**src/rtl/vga_out_timing.sv**
```systemverilog
// vga_out_timing: 1024x768@60 raster timing, pixel return path and registered VGA pins.
// Counts are issued upstream; pixels come back PIPE_DEPTH cycles later and are re-aligned with their syncs.
//
// Ports:
//   clk_in        pixel clock
//   rst_in        asynchronous active-high reset
//   pixel_in      returned pixel {R,G,B}, PIPE_DEPTH cycles after its coordinate
//   hcount_out    horizontal count 0..H_TOTAL-1
//   vcount_out    vertical count 0..V_TOTAL-1
//   active_out    coordinate is inside the visible area
//   new_frame_out single-cycle pulse on the last cycle of a frame
//   vga_r/g/b     registered colour, forced black in blanking
//   vga_hs/vs     registered syncs, active low
module vga_out_timing #(
  parameter int H_ACTIVE   = 1024,
  parameter int H_FP       = 24,
  parameter int H_SYNC     = 136,
  parameter int H_BP       = 160,
  parameter int V_ACTIVE   = 768,
  parameter int V_FP       = 3,
  parameter int V_SYNC     = 6,
  parameter int V_BP       = 29,
  parameter int PIPE_DEPTH = 2
) (
  input  logic        clk_in,
  input  logic        rst_in,
  input  logic [11:0] pixel_in,
  output logic [10:0] hcount_out,
  output logic [9:0]  vcount_out,
  output logic        active_out,
  output logic        new_frame_out,
  output logic [3:0]  vga_r,
  output logic [3:0]  vga_g,
  output logic [3:0]  vga_b,
  output logic        vga_hs,
  output logic        vga_vs
);

  localparam int H_TOTAL  = H_ACTIVE + H_FP + H_SYNC + H_BP;
  localparam int V_TOTAL  = V_ACTIVE + V_FP + V_SYNC + V_BP;
  localparam int HS_START = H_ACTIVE + H_FP;
  localparam int HS_END   = HS_START + H_SYNC;
  localparam int VS_START = V_ACTIVE + V_FP;
  localparam int VS_END   = VS_START + V_SYNC;

  typedef struct packed {
    logic act;
    logic hs;
    logic vs;
  } tap_t;

  localparam tap_t TAP_RST = '{act: 1'b0, hs: 1'b1, vs: 1'b1};

  // Compare at full integer width so no total is ever truncated.
  int   h_i;
  int   v_i;
  logic h_last;
  logic v_last;
  tap_t cur;
  tap_t sr [PIPE_DEPTH];

  assign h_i    = int'(hcount_out);
  assign v_i    = int'(vcount_out);
  assign h_last = (h_i == H_TOTAL - 1);
  assign v_last = (v_i == V_TOTAL - 1);

  assign active_out    = (h_i < H_ACTIVE) && (v_i < V_ACTIVE);
  assign new_frame_out = h_last && v_last;

  assign cur.act = active_out;
  assign cur.hs  = !((h_i >= HS_START) && (h_i < HS_END));
  assign cur.vs  = !((v_i >= VS_START) && (v_i < VS_END));

  always_ff @(posedge clk_in or posedge rst_in) begin
    if (rst_in) begin
      hcount_out <= '0;
      vcount_out <= '0;
    end else if (h_last) begin
      hcount_out <= '0;
      vcount_out <= v_last ? '0 : vcount_out + 10'd1;
    end else begin
      hcount_out <= hcount_out + 11'd1;
    end
  end

  // Delay line matching the upstream render latency.
  always_ff @(posedge clk_in or posedge rst_in) begin
    if (rst_in) begin
      for (int i = 0; i < PIPE_DEPTH; i++) begin
        sr[i] <= TAP_RST;
      end
    end else begin
      sr[0] <= cur;
      for (int i = 1; i < PIPE_DEPTH; i++) begin
        sr[i] <= sr[i-1];
      end
    end
  end

  // Output register: pixel_in now belongs to the coordinate in the last tap.
  always_ff @(posedge clk_in or posedge rst_in) begin
    if (rst_in) begin
      {vga_r, vga_g, vga_b} <= 12'h000;
      vga_hs <= 1'b1;
      vga_vs <= 1'b1;
    end else begin
      {vga_r, vga_g, vga_b} <= sr[PIPE_DEPTH-1].act ? pixel_in : 12'h000;
      vga_hs <= sr[PIPE_DEPTH-1].hs;
      vga_vs <= sr[PIPE_DEPTH-1].vs;
    end
  end

endmodule

```
**config.mk**
```make
export PLATFORM = sky130hd
export DESIGN_NAME = vga_out_timing
export DESIGN_NICKNAME = d
export VERILOG_FILES = /design/src/rtl/vga_out_timing.sv
export SDC_FILE = /design/constraint.sdc
export NUM_CORES = 1
export LEC_CHECK = 0
export CORE_ASPECT_RATIO = 0.8
export CORE_MARGIN = 2
export CORE_UTILIZATION = 42
export DETAILED_ROUTE_END_ITERATION = 8
export PLACE_DENSITY_LB_ADDON = 0.1
export SETUP_SLACK_MARGIN = 0.5
export SLEW_MARGIN = 10
export SYNTH_ARGS = -nofsm -noshare
export SYNTH_HDL_FRONTEND = slang
export SYNTH_SLANG_ARGS = --single-unit
export TNS_END_PERCENT = 50
```
**constraint.sdc**
```tcl
create_clock -name clk_in -period 2 [get_ports clk_in]
set_input_delay 0.4 -clock clk_in [delete_from_list [all_inputs] [get_ports clk_in]]
set_output_delay 0.4 -clock clk_in [all_outputs]
set_load 0.01 [all_outputs]
```
Yosys cells after proc, flatten, opt, wreduce, memory -nomap -nowiden. Index checks and enable logic that the tools add are counted.

Flip-flop bits (word level): 41. Output and inout bits: 37.

$lt $le $gt $ge: 6. Equality and inequality tests: 2. Multiplexer cells: 3. Reduce and logical (&&, ||, !) cells: 6. Add/subtract/negate cells: 2.

Operators by type and width (count): 11-bit less-than comparator, second input constant (2); 10-bit less-than comparator, second input constant (2); 12-bit 2-to-1 mux (1); 11-bit by 1-bit adder with 11-bit output, second input constant (1); 11-bit == test, second input constant (1); 11-bit >= comparator, second input constant (1); 11-bit 2-to-1 mux (1); 10-bit by 1-bit adder with 10-bit output, second input constant (1); 10-bit by 9-bit == test with 1-bit output, second input constant (1); 10-bit >= comparator, second input constant (1); 10-bit 2-to-1 mux (1); 1-bit logical AND (4); 1-bit zero test (2).

Depth between registers and ports, before layout. Gate-level depths: netlist (run 1).

Depth in word-level cells: 3. Gate-level depth with buffers: 6. Mapped depth without buffers: 6.

Worst setup path before layout (run 1). OpenSTA, ideal clock, no wires.

Path type: reg-to-reg. From: register hcount_out[7]. To: register vcount_out[3]. Data arrival time: 2.081 ns. Buffers on the path: 2. Slack: -0.206 ns. Setup time: 0.125 ns. Clock period less this slack: 2.206 ns. Data required time: 1.875 ns. Cell stages (with the launch flop): 7. Cells stage by stage: dfrtp_1 > buf_6 > or4b_4 > or3_1 > clkbuf_2 > nor4_1 > mux2_2.

Cells in the longest elaborated chain, start to end: 1.

Ends and longest elaborated chain: start: declaration (RTL line 28) `output logic [10:0] hcount_out,`; start signal: assignment (RTL line 82) `hcount_out <= hcount_out + 11'd1;`; 11-bit == test (RTL line 64) `assign h_last = (h_i == H_TOTAL - 1);`; end signal: assignment (RTL line 80) `vcount_out <= v_last ? '0 : vcount_out + 10'd1;`; end: declaration (RTL line 29) `output logic [9:0] vcount_out,`.

Every way passes these cells. A chain may end at the register's enable or synchronous reset.

Worst setup path after layout (run 1).
From: register hcount_out[7]. To: register vcount_out[9].

The elaborated chain is that of the path after synthesis.

==> metrics.cfg, run 1 <==
[cells_and_area]
layout.nets = 277
layout.cells.non_filler = 316
fillers = 323
antenna_cells = 0
drive_gt1_share_pct = 43.24
final_common_cell = buf_4
final_util_pct = 70.15
area_growth_pct = 62.20
final_cell_mix = buf_4, dfrtp_1, buf_6

[cts]
path_clk_slew_ns = 0.08
cts-buffers-inserted = 5
cts_root_buf = clkbuf_8
clk_latency_ns = 0.30
cts_tree = yes
clk_path_buf_depth = 2
numClockSinks = 41
ctsHtreeMaxLevel = 2

[route]
vias_per_cell = 4.981
drc = 0
avgRoutedWirePerCell_um = 14.70
drt_iter0_markers = 47
vias = 1574
firstDrtPassIters = 6
antenna_left = 0
wirelength_um = 4645

[global_route]
grt_usage_pct = 20.04
grt_pass1_vias = 1500
grt_first_pass_wirelength_um = 7617
antenna_found_initial = 0
grt_max_degree = 42
overflow = 0

[logic_synthesis]
synth_cells = 157
ys_types = 41
yosysSeqAreaShare_pct = 57.92
yosysWarningCount = 0
synth_nets = 176
synthArstFlopShare_pct = 100.0
synthFlopType = dfrtp_1
ys_ff_latch = 41
synth-edff-count = 0
synth_area_per_cell_sq_um = 11.36
syn_area_sq_um = 1784

[run_status]
outcome = finished, violations left
violations = negative setup slack

[sta]
rsz0062_at_grt = yes
tightest_slew_ns = 0.5113
fin_ws_ns = -0.3048
finalMaxSlewViolations = 0
skew_ns = 0.006090
setup-violations-final = 4
max_slew_margin_pct = 65.91
layout_min_cycle_time_ns = 2.305
hold_viol_final = 0
fmax_ghz = 0.4339
fin_crit_sh_pct = 115.2

[placement]
portBuffers = 50
routabilityCongestion = 0.8464
pre_cts_ws_ns = -0.3236
post-dp-hpwl_um = 2899
dp_cells = 288

[pwr]
swShare_pct = 21.11
p_leak_nw = 1.372
p_int_mw = 1.255
switching_power_mw = 0.3359
peakVddDrop_uv = 295.2
sequentialPowerShare_pct = 53.0
power_frac_comb_pct = 4.6
power.density_nw_per_um2 = 549.8
p_clk_share_pct = 42.4

[die]
die_w_um = 76.87
die_area_sq_um = 4789
rows = 21
pin_count = 51
die_h_um = 62.30
start_util_pct = 43.25
core_area_sq_um = 4125

[critical_path]
crit_chain = or4b_4, or3_4, buf_4, buf_6, or4_1, o21ai_1
critPathMaxStageDelay_ns = 0.55
path_class = register to register
arrival_ns = 2.52
critPathLaunchType = register
cpMaxStageDelayCell = or4b_4
worstPathRequired_ns = 2.21
crit_fanout = 7
r2r_cells = 6
critPathCaptureType = register

[min_path]
holdPathStages = 0
hold_path_class = register to register

[job]
cap_violations = 0

## layer usage
layer | routed length, um | vias to the layer above | GRT usage, %
li1 | - | 754 | -
met1 | 2082 | 762 | 27.39
met2 | 2219 | 52 | 30.92
met3 | 301 | 6 | 5.523
met4 | 41 | 0 | 6.818
met5 | 0 | - | 0
## power by group through the flow
stage               combinational (mW)  sequential, mW  clock, mW
floorplan                       0.0202           0.867          0
global placement                0.0827           0.859          0
global route                    0.0827           0.845      0.749
finish                          0.0739           0.843      0.674
detailed placement              0.0840           0.860          0
CTS                             0.0761           0.843      0.683
## flip-flops by register name (all words and copies together), names as in the netlist
| name | count |
|---|---|
| vga_vs | 1 |
| vga_b | 4 |
| vga_hs | 1 |
| vcount_out | 10 |
| vga_r | 4 |
| sr | 6 |
| hcount_out | 11 |
| vga_g | 4 |
## final timing paths
| kind | startpoint | to | slack [ns] |
|---|---|---|---|
| worst min-delay path | sr[5] | sr[2] | 0.35 |
| min in group asynchronous | rst_in | vcount_out[7] | 0.53 |
| worst max register to register | hcount_out[7] | vcount_out[9] | -0.30 |
| worst min register to register | sr[5] | sr[2] | 0.35 |
| worst max-delay path | hcount_out[7] | vcount_out[9] | -0.30 |
| max in group asynchronous | rst_in | vcount_out[8] | 1.09 |
## synthesized netlist by cell type, drive strengths merged (2+ instances only)
library cell / number / area (sq um)
nand3: 15 / 75.07
buf: 2 / 22.52
a31oi: 2 / 12.51
a21oi: 5 / 25.02
xnor2: 4 / 35.03
and4: 3 / 27.53
dfrtp: 35 / 875.8
and3: 4 / 26.28
o21ai: 4 / 20.02
and2: 13 / 82.58
or4: 2 / 15.01
nand2: 5 / 18.77
dfstp: 6 / 157.7
ha: 5 / 62.56
nor3: 6 / 35.03
mux2: 2 / 22.52
inv: 7 / 26.28
clkbuf: 3 / 12.51
nand4: 2 / 12.51
nor2: 12 / 45.04
nor4: 2 / 12.51
xor2: 4 / 35.03
## per-stage QoR
step | hold WS (ns) | cell area [sq um] | setup TNS [ns] | total power [mW]
floorplan | 0.3312 | 1790 | -0.5280 | 0.8873
global placement | 0.3355 | 2545 | -0.4298 | 0.9421
detailed placement | 0.3347 | 2545 | -0.5081 | 0.9440
CTS | 0.3541 | 2779 | -0.3701 | 1.602
global route | 0.3642 | 2894 | -1.057 | 1.676
finish | 0.3536 | 2894 | -0.6912 | 1.591
## area by class of cell
type / instances / area [sq um] / share of cell area, %
Clock buffer: 5 / 68.82 / 2.378
Clock inverter: 3 / 46.29 / 1.600
Inverter: 7 / 28.78 / 0.9944
Multi-Input combinational cell: 104 / 813.3 / 28.10
Sequential cell: 41 / 1036 / 35.80
Tap cell: 57 / 71.32 / 2.464
Timing Repair Buffer: 99 / 829.5 / 28.66
## worst max-delay path: cells and delay by family, from the launching register on
family	cells	cell delay [ns]
DFF	1	0.39
and+or+nand+nor	3	1.44
buffers and inverters	2	0.27
AOI/OAI and AO/OA	1	0.13
## kinds of logic after synthesis
kind of cell | share of synthesized area, %
XOR/XNOR | 3.927
adder cells (fa/ha/maj) | 3.506
flip-flops | 57.92
AO/OA/AOI/OAI | 6.592
AND/OR/NAND/NOR | 22.79
buffers and inverters | 3.436
multiplexers | 1.823
## timing repair
action | 4_1_cts | 5_1_grt
endpoints found under the setup margin | 52 | 38
hold buffers | 0 | 0
gates resized for setup | 87 | 47
buffers inserted | 9 | 11
pin swaps | 6 | 8
hold endpoints to repair | 0 | 0
Note: power is estimated with default switching activity, not from simulation.
==> run 2: changes to the inputs <==
--- a/config.mk
+++ b/config.mk
@@ -5,12 +5,15 @@
 export SDC_FILE = /design/constraint.sdc
 export NUM_CORES = 1
 export LEC_CHECK = 0
+export CELL_PAD_IN_SITES_DETAIL_PLACEMENT = 0
+export CELL_PAD_IN_SITES_GLOBAL_PLACEMENT = 1
 export CORE_ASPECT_RATIO = 0.8
 export CORE_MARGIN = 2
-export CORE_UTILIZATION = 42
+export CORE_UTILIZATION = 33
 export DETAILED_ROUTE_END_ITERATION = 8
 export PLACE_DENSITY_LB_ADDON = 0.1
 export SETUP_SLACK_MARGIN = 0.5
+export SKIP_CTS_REPAIR_TIMING = 1
 export SLEW_MARGIN = 10
 export SYNTH_ARGS = -nofsm -noshare
 export SYNTH_HDL_FRONTEND = slang
==> run 2 against run 1 <==
Net effect:
- the run still ends with negative setup slack left
- count of clock-buffer cells in the layout up 1
- clock power decreased by 17%
- largest cell class unchanged
- final cell count down 1.6%
- critical path type is now register to primary output
- clock skew fell by 0.00078 ns
- global-route usage shrank 5.1 points
- first-iteration DRC count down 13%
==> metrics.cfg, run 2 (synthesis results as in run 1) <==
[route]
avgRoutedWirePerCell_um = 14.60
detailroute.wirelength.met3_um = 278
top_layer_used = met4
wl_met1_um = 2104
firstDrtPassIters = 4
met2_length_um = 2110
drt_iter0_markers = 41
vias_per_cell = 4.907
drc = 0
antenna_left = 0
wirelength_um = 4541
vias = 1526

[critical_path]
critPathMaxStageDelay_ns = 0.55
crit_fanout = 2
cpMaxStageDelayCell = or4b_4
path_class = register to primary output
critPathCaptureType = primary output
critPathLaunchType = register
arrival_ns = 1.83
crit_chain = or4b_4, or3_4, nor2_2, buf_2
worstPathRequired_ns = 1.60

[placement]
post-dp-hpwl_um = 3110
portBuffers = 50
routabilityCongestion = 0.8362

[sta]
skew_ns = 0.005310
finalMaxSlewViolations = 0
layout_min_cycle_time_ns = 2.225
fmax_ghz = 0.4494
fin_ws_ns = -0.2251
max_slew_margin_pct = 65.37
setup-violations-final = 3
rsz0062_at_grt = yes
tightest_slew_ns = 0.5194
fin_crit_sh_pct = 111.3
setup_tns_ns = -0.4951
hold_viol_final = 0

[cells_and_area]
fillers = 449
final_common_cell = buf_4
regMostFlops = hcount_out
largest_reg_flops = 11
layout.nets = 268
largest_registers = hcount_out: 11 flops, vcount_out: 10 flops, sr: 6 flops
drive_gt1_share_pct = 31.33
antenna_cells = 0
area_growth_pct = 61.85
final_cell_mix = buf_4, dlymetal6s2s_1, dfrtp_1

[pwr]
peakVddDrop_uv = 229.2
p_leak_nw = 1.678
finalPower_mw = 1.479
power.density_nw_per_um2 = 512.2

[cts]
numClockSinks = 41
cts-buffers-inserted = 5
cts_tree = yes
ctsHtreeMaxLevel = 2
clk_path_buf_depth = 2
cts_root_buf = clkbuf_8
path_clk_slew_ns = 0.08
clk_latency_ns = 0.29

[die]
core_area_sq_um = 5122
rows = 23
pin_count = 51
die_h_um = 69.77
die_area_sq_um = 6014
die_w_um = 86.21
start_util_pct = 34.83

[global_route]
grt_first_pass_wirelength_um = 7072
grt_usage_pct = 14.95
antenna_found_initial = 0
grt_max_degree = 42
overflow = 0
grt_pass1_vias = 1439

[min_path]
hold_path_class = register to register

[job]
cap_violations = 0

[run_status]
outcome = finished, violations left
violations = negative setup slack

==> run 2: cell types whose count changed in the layout (fill, tap and decap cells not counted), sizes merged <==
cell | previous run | this run
inv | 7 | 6
clkinvlp | 1 | 2
dlymetal6s2s | 0 | 34
bufinv | 1 | 0
dlygate4sd2 | 13 | 0
clkdlybuf4s15 | 3 | 0
buf | 56 | 43
clkbuf | 19 | 6
clkinv | 1 | 0
==> run 2: worst max-delay path, delay by kind of cell (launching register included) <==
family                 cells  cell delay [ns]
AND/OR/NAND/NOR            3             1.02
buffers and inverters      1             0.13
flip-flops                 1             0.39
==> run 2: through the flow <==
step	util [%]	hold WS (ns)	cell area, sq um	setup slack [ns]	cells
after floorplan	-	0.3312	1790	-0.1869	157
after global placement	49.95	0.3351	2559	-0.3330	294
after detailed placement	49.95	0.3378	2559	-0.3265	294
after CTS	51.71	0.3559	2649	-0.6617	301
after global routing	56.38	0.3658	2888	-0.2810	311
final	56.38	0.3530	2888	-0.2251	311
==> run 2: path summary, 6_finish.rpt <==
check	from	endpoint	slack (ns)	depth (start not counted)
max	hcount_out[7]	new_frame_out	-0.23	4
min	sr[5]	sr[2]	0.35	0
max reg2reg	hcount_out[7]	vcount_out[9]	-0.14	6
min reg2reg	sr[5]	sr[2]	0.35	0
max in group asynchronous	rst_in	vcount_out[9]	1.07	3
min in group asynchronous	rst_in	vga_g[2]	0.54	3
==> run 2: layout make-up <==
| cell class | instances | area [sq um] | area share [%] |
|---|---|---|---|
| Clock buffer | 6 | 82.58 | 2.860 |
| Clock inverter | 1 | 7.507 | 0.2600 |
| Sequential cell | 41 | 1036 | 35.88 |
| Multi-Input combinational cell | 104 | 758.2 | 26.26 |
| Timing Repair Buffer | 90 | 895.9 | 31.02 |
| Tap cell | 62 | 77.57 | 2.686 |
| Inverter | 7 | 30.03 | 1.040 |
==> run 2: layer usage <==
layer	up-vias	track usage (%)
met2	48	22.14
met5	-	0
met4	0	5.208
met3	5	4.167
met1	741	20.97
li1	732	-
==> run 2: power breakdown <==
part	internal, mW	leakage, nW	total [mW]	switching (mW)
clock	0.273	0.0433	0.557	0.284
combinational	0.0464	1.14	0.0790	0.0326
sequential	0.841	0.496	0.843	0.00243
==> run 3: changes to the inputs <==
--- a/config.mk
+++ b/config.mk
@@ -12,6 +12,7 @@
 export CORE_UTILIZATION = 33
 export DETAILED_ROUTE_END_ITERATION = 8
 export PLACE_DENSITY_LB_ADDON = 0.1
+export REMOVE_ABC_BUFFERS = 1
 export SETUP_SLACK_MARGIN = 0.5
 export SKIP_CTS_REPAIR_TIMING = 1
 export SLEW_MARGIN = 10
==> run 3 against run 2 <==
Net effect:
- the flow still finishes with violations (negative setup slack)
- first-iteration DRC count up 20%
- critical path depth stayed put
- maximum frequency is 0.86% higher
- die area stayed put
- hold slack better by 0.0058 ns
- final cell count unchanged
- count of clock-buffer cells in the layout unchanged
- clock skew fell by 0.0034 ns
- largest power group unchanged
==> metrics.cfg, run 3 (synthesis results as in run 1) <==
[sta]
skew_ns = 0.001931
setup_tns_ns = -0.5281
max_slew_margin_pct = 64.57
finalMaxSlewViolations = 0
layout_min_cycle_time_ns = 2.206
fmax_ghz = 0.4533
whs_ns = 0.3588
fin_crit_sh_pct = 110.3
hold_viol_final = 0
setup-violations-final = 5
tightest_slew_ns = 0.5314
fin_ws_ns = -0.2060
rsz0062_at_grt = yes

[cts]
clk_latency_ns = 0.29
clk_path_buf_depth = 2
cts_root_buf = clkbuf_8
cts_tree = yes
ctsHtreeMaxLevel = 2
numClockSinks = 41
cts-buffers-inserted = 5
path_clk_slew_ns = 0.08

[cells_and_area]
layout.cells.non_filler = 311
final_util_pct = 56.69
largest_registers = hcount_out: 11 flops, vcount_out: 10 flops, sr: 6 flops
drive_gt1_share_pct = 31.73
final_cell_mix = dfrtp_1, buf_4, clkdlybuf4s50_1
largest_reg_flops = 11
regMostFlops = hcount_out
antenna_cells = 0
design_area_sq_um = 2904
multi_input_area_sq_um = 775.7
layout.nets = 267
fillers = 453
seq_area_sq_um = 1036
area_growth_pct = 62.76

[global_route]
grt_first_pass_wirelength_um = 7120
grt_pass1_vias = 1500
grt_max_degree = 42
grt_usage_pct = 14.93
antenna_found_initial = 0
overflow = 0

[critical_path]
cpMaxStageDelayCell = or4b_4
crit_chain = or4b_4, or3_4, nor2_2, buf_2
arrival_ns = 1.81
r2r_slack_ns = -0.14
worstPathRequired_ns = 1.60
r2r_cells = 6
path_class = register to primary output
crit_fanout = 2
critPathCaptureType = primary output
path_buf_inv = 1
critPathMaxStageDelay_ns = 0.55
reg2reg_to = vcount_out[3]
critPathLaunchType = register
timing.rr.start = hcount_out[7]
crit_family = simple AND/OR/NAND/NOR gates

[pwr]
p_leak_nw = 1.584
power.density_nw_per_um2 = 561.6
peakVddDrop_uv = 395.2
finalPower_mw = 1.631

[placement]
pre_cts_ws_ns = -0.3443
post-dp-hpwl_um = 3092
dp_cells = 293
place_area_sq_um = 2545
routabilityCongestion = 0.8091
portBuffers = 50

[route]
vias_per_cell = 4.942
drt_iter0_markers = 49
avgRoutedWirePerCell_um = 14.45
vias = 1537
antenna_left = 0
firstDrtPassIters = 4
drc = 0
wirelength_um = 4495

[run_status]
outcome = finished, violations left
violations = negative setup slack

[die]
core_area_sq_um = 5122
die_h_um = 69.77
die_w_um = 86.21
die_area_sq_um = 6014
pin_count = 51
start_util_pct = 34.83
rows = 23

[job]
cap_violations = 0

[min_path]
hold_path.startpoint = sr[4]
holdPathEnd = sr[1]
holdPathStages = 0
hold_path_class = register to register

[run 3: how the worst max path moves through the flow]
stage,startpoint,end,depth (start not counted)
CTS,hcount_out[7],new_frame_out,4
global route,hcount_out[7],new_frame_out,4
global placement,hcount_out[7],new_frame_out,4
finish,hcount_out[7],new_frame_out,4
floorplan,hcount_out[7],vcount_out[3],4
detailed placement,hcount_out[7],new_frame_out,4
[run 3: final cells by class]
| type | count | share of cell area (%) |
|---|---|---|
| Clock buffer | 6 | 2.844 |
| Clock inverter | 2 | 1.293 |
| Inverter | 7 | 0.9048 |
| Multi-Input combinational cell | 104 | 26.71 |
| Sequential cell | 41 | 35.67 |
| Tap cell | 62 | 2.671 |
| Timing Repair Buffer | 89 | 29.90 |
[run 3: metal layers]
metal / GRT usage, % / vias to the layer above / routed length [um]
met5: 0 / - / 0
met1: 20.18 / 742 / 2055
met2: 23.60 / 53 / 2152
met3: 4.286 / 6 / 263
li1: - / 736 / -
met4: 3.646 / 0 / 23
[run 3: power breakdown]
group	switching, mW	leakage, nW	internal, mW
Combinational	0.0320	1.03	0.0498
Clock	0.299	0.0574	0.406
Sequential	0.00320	0.496	0.841
Total	0.334	1.58	1.30
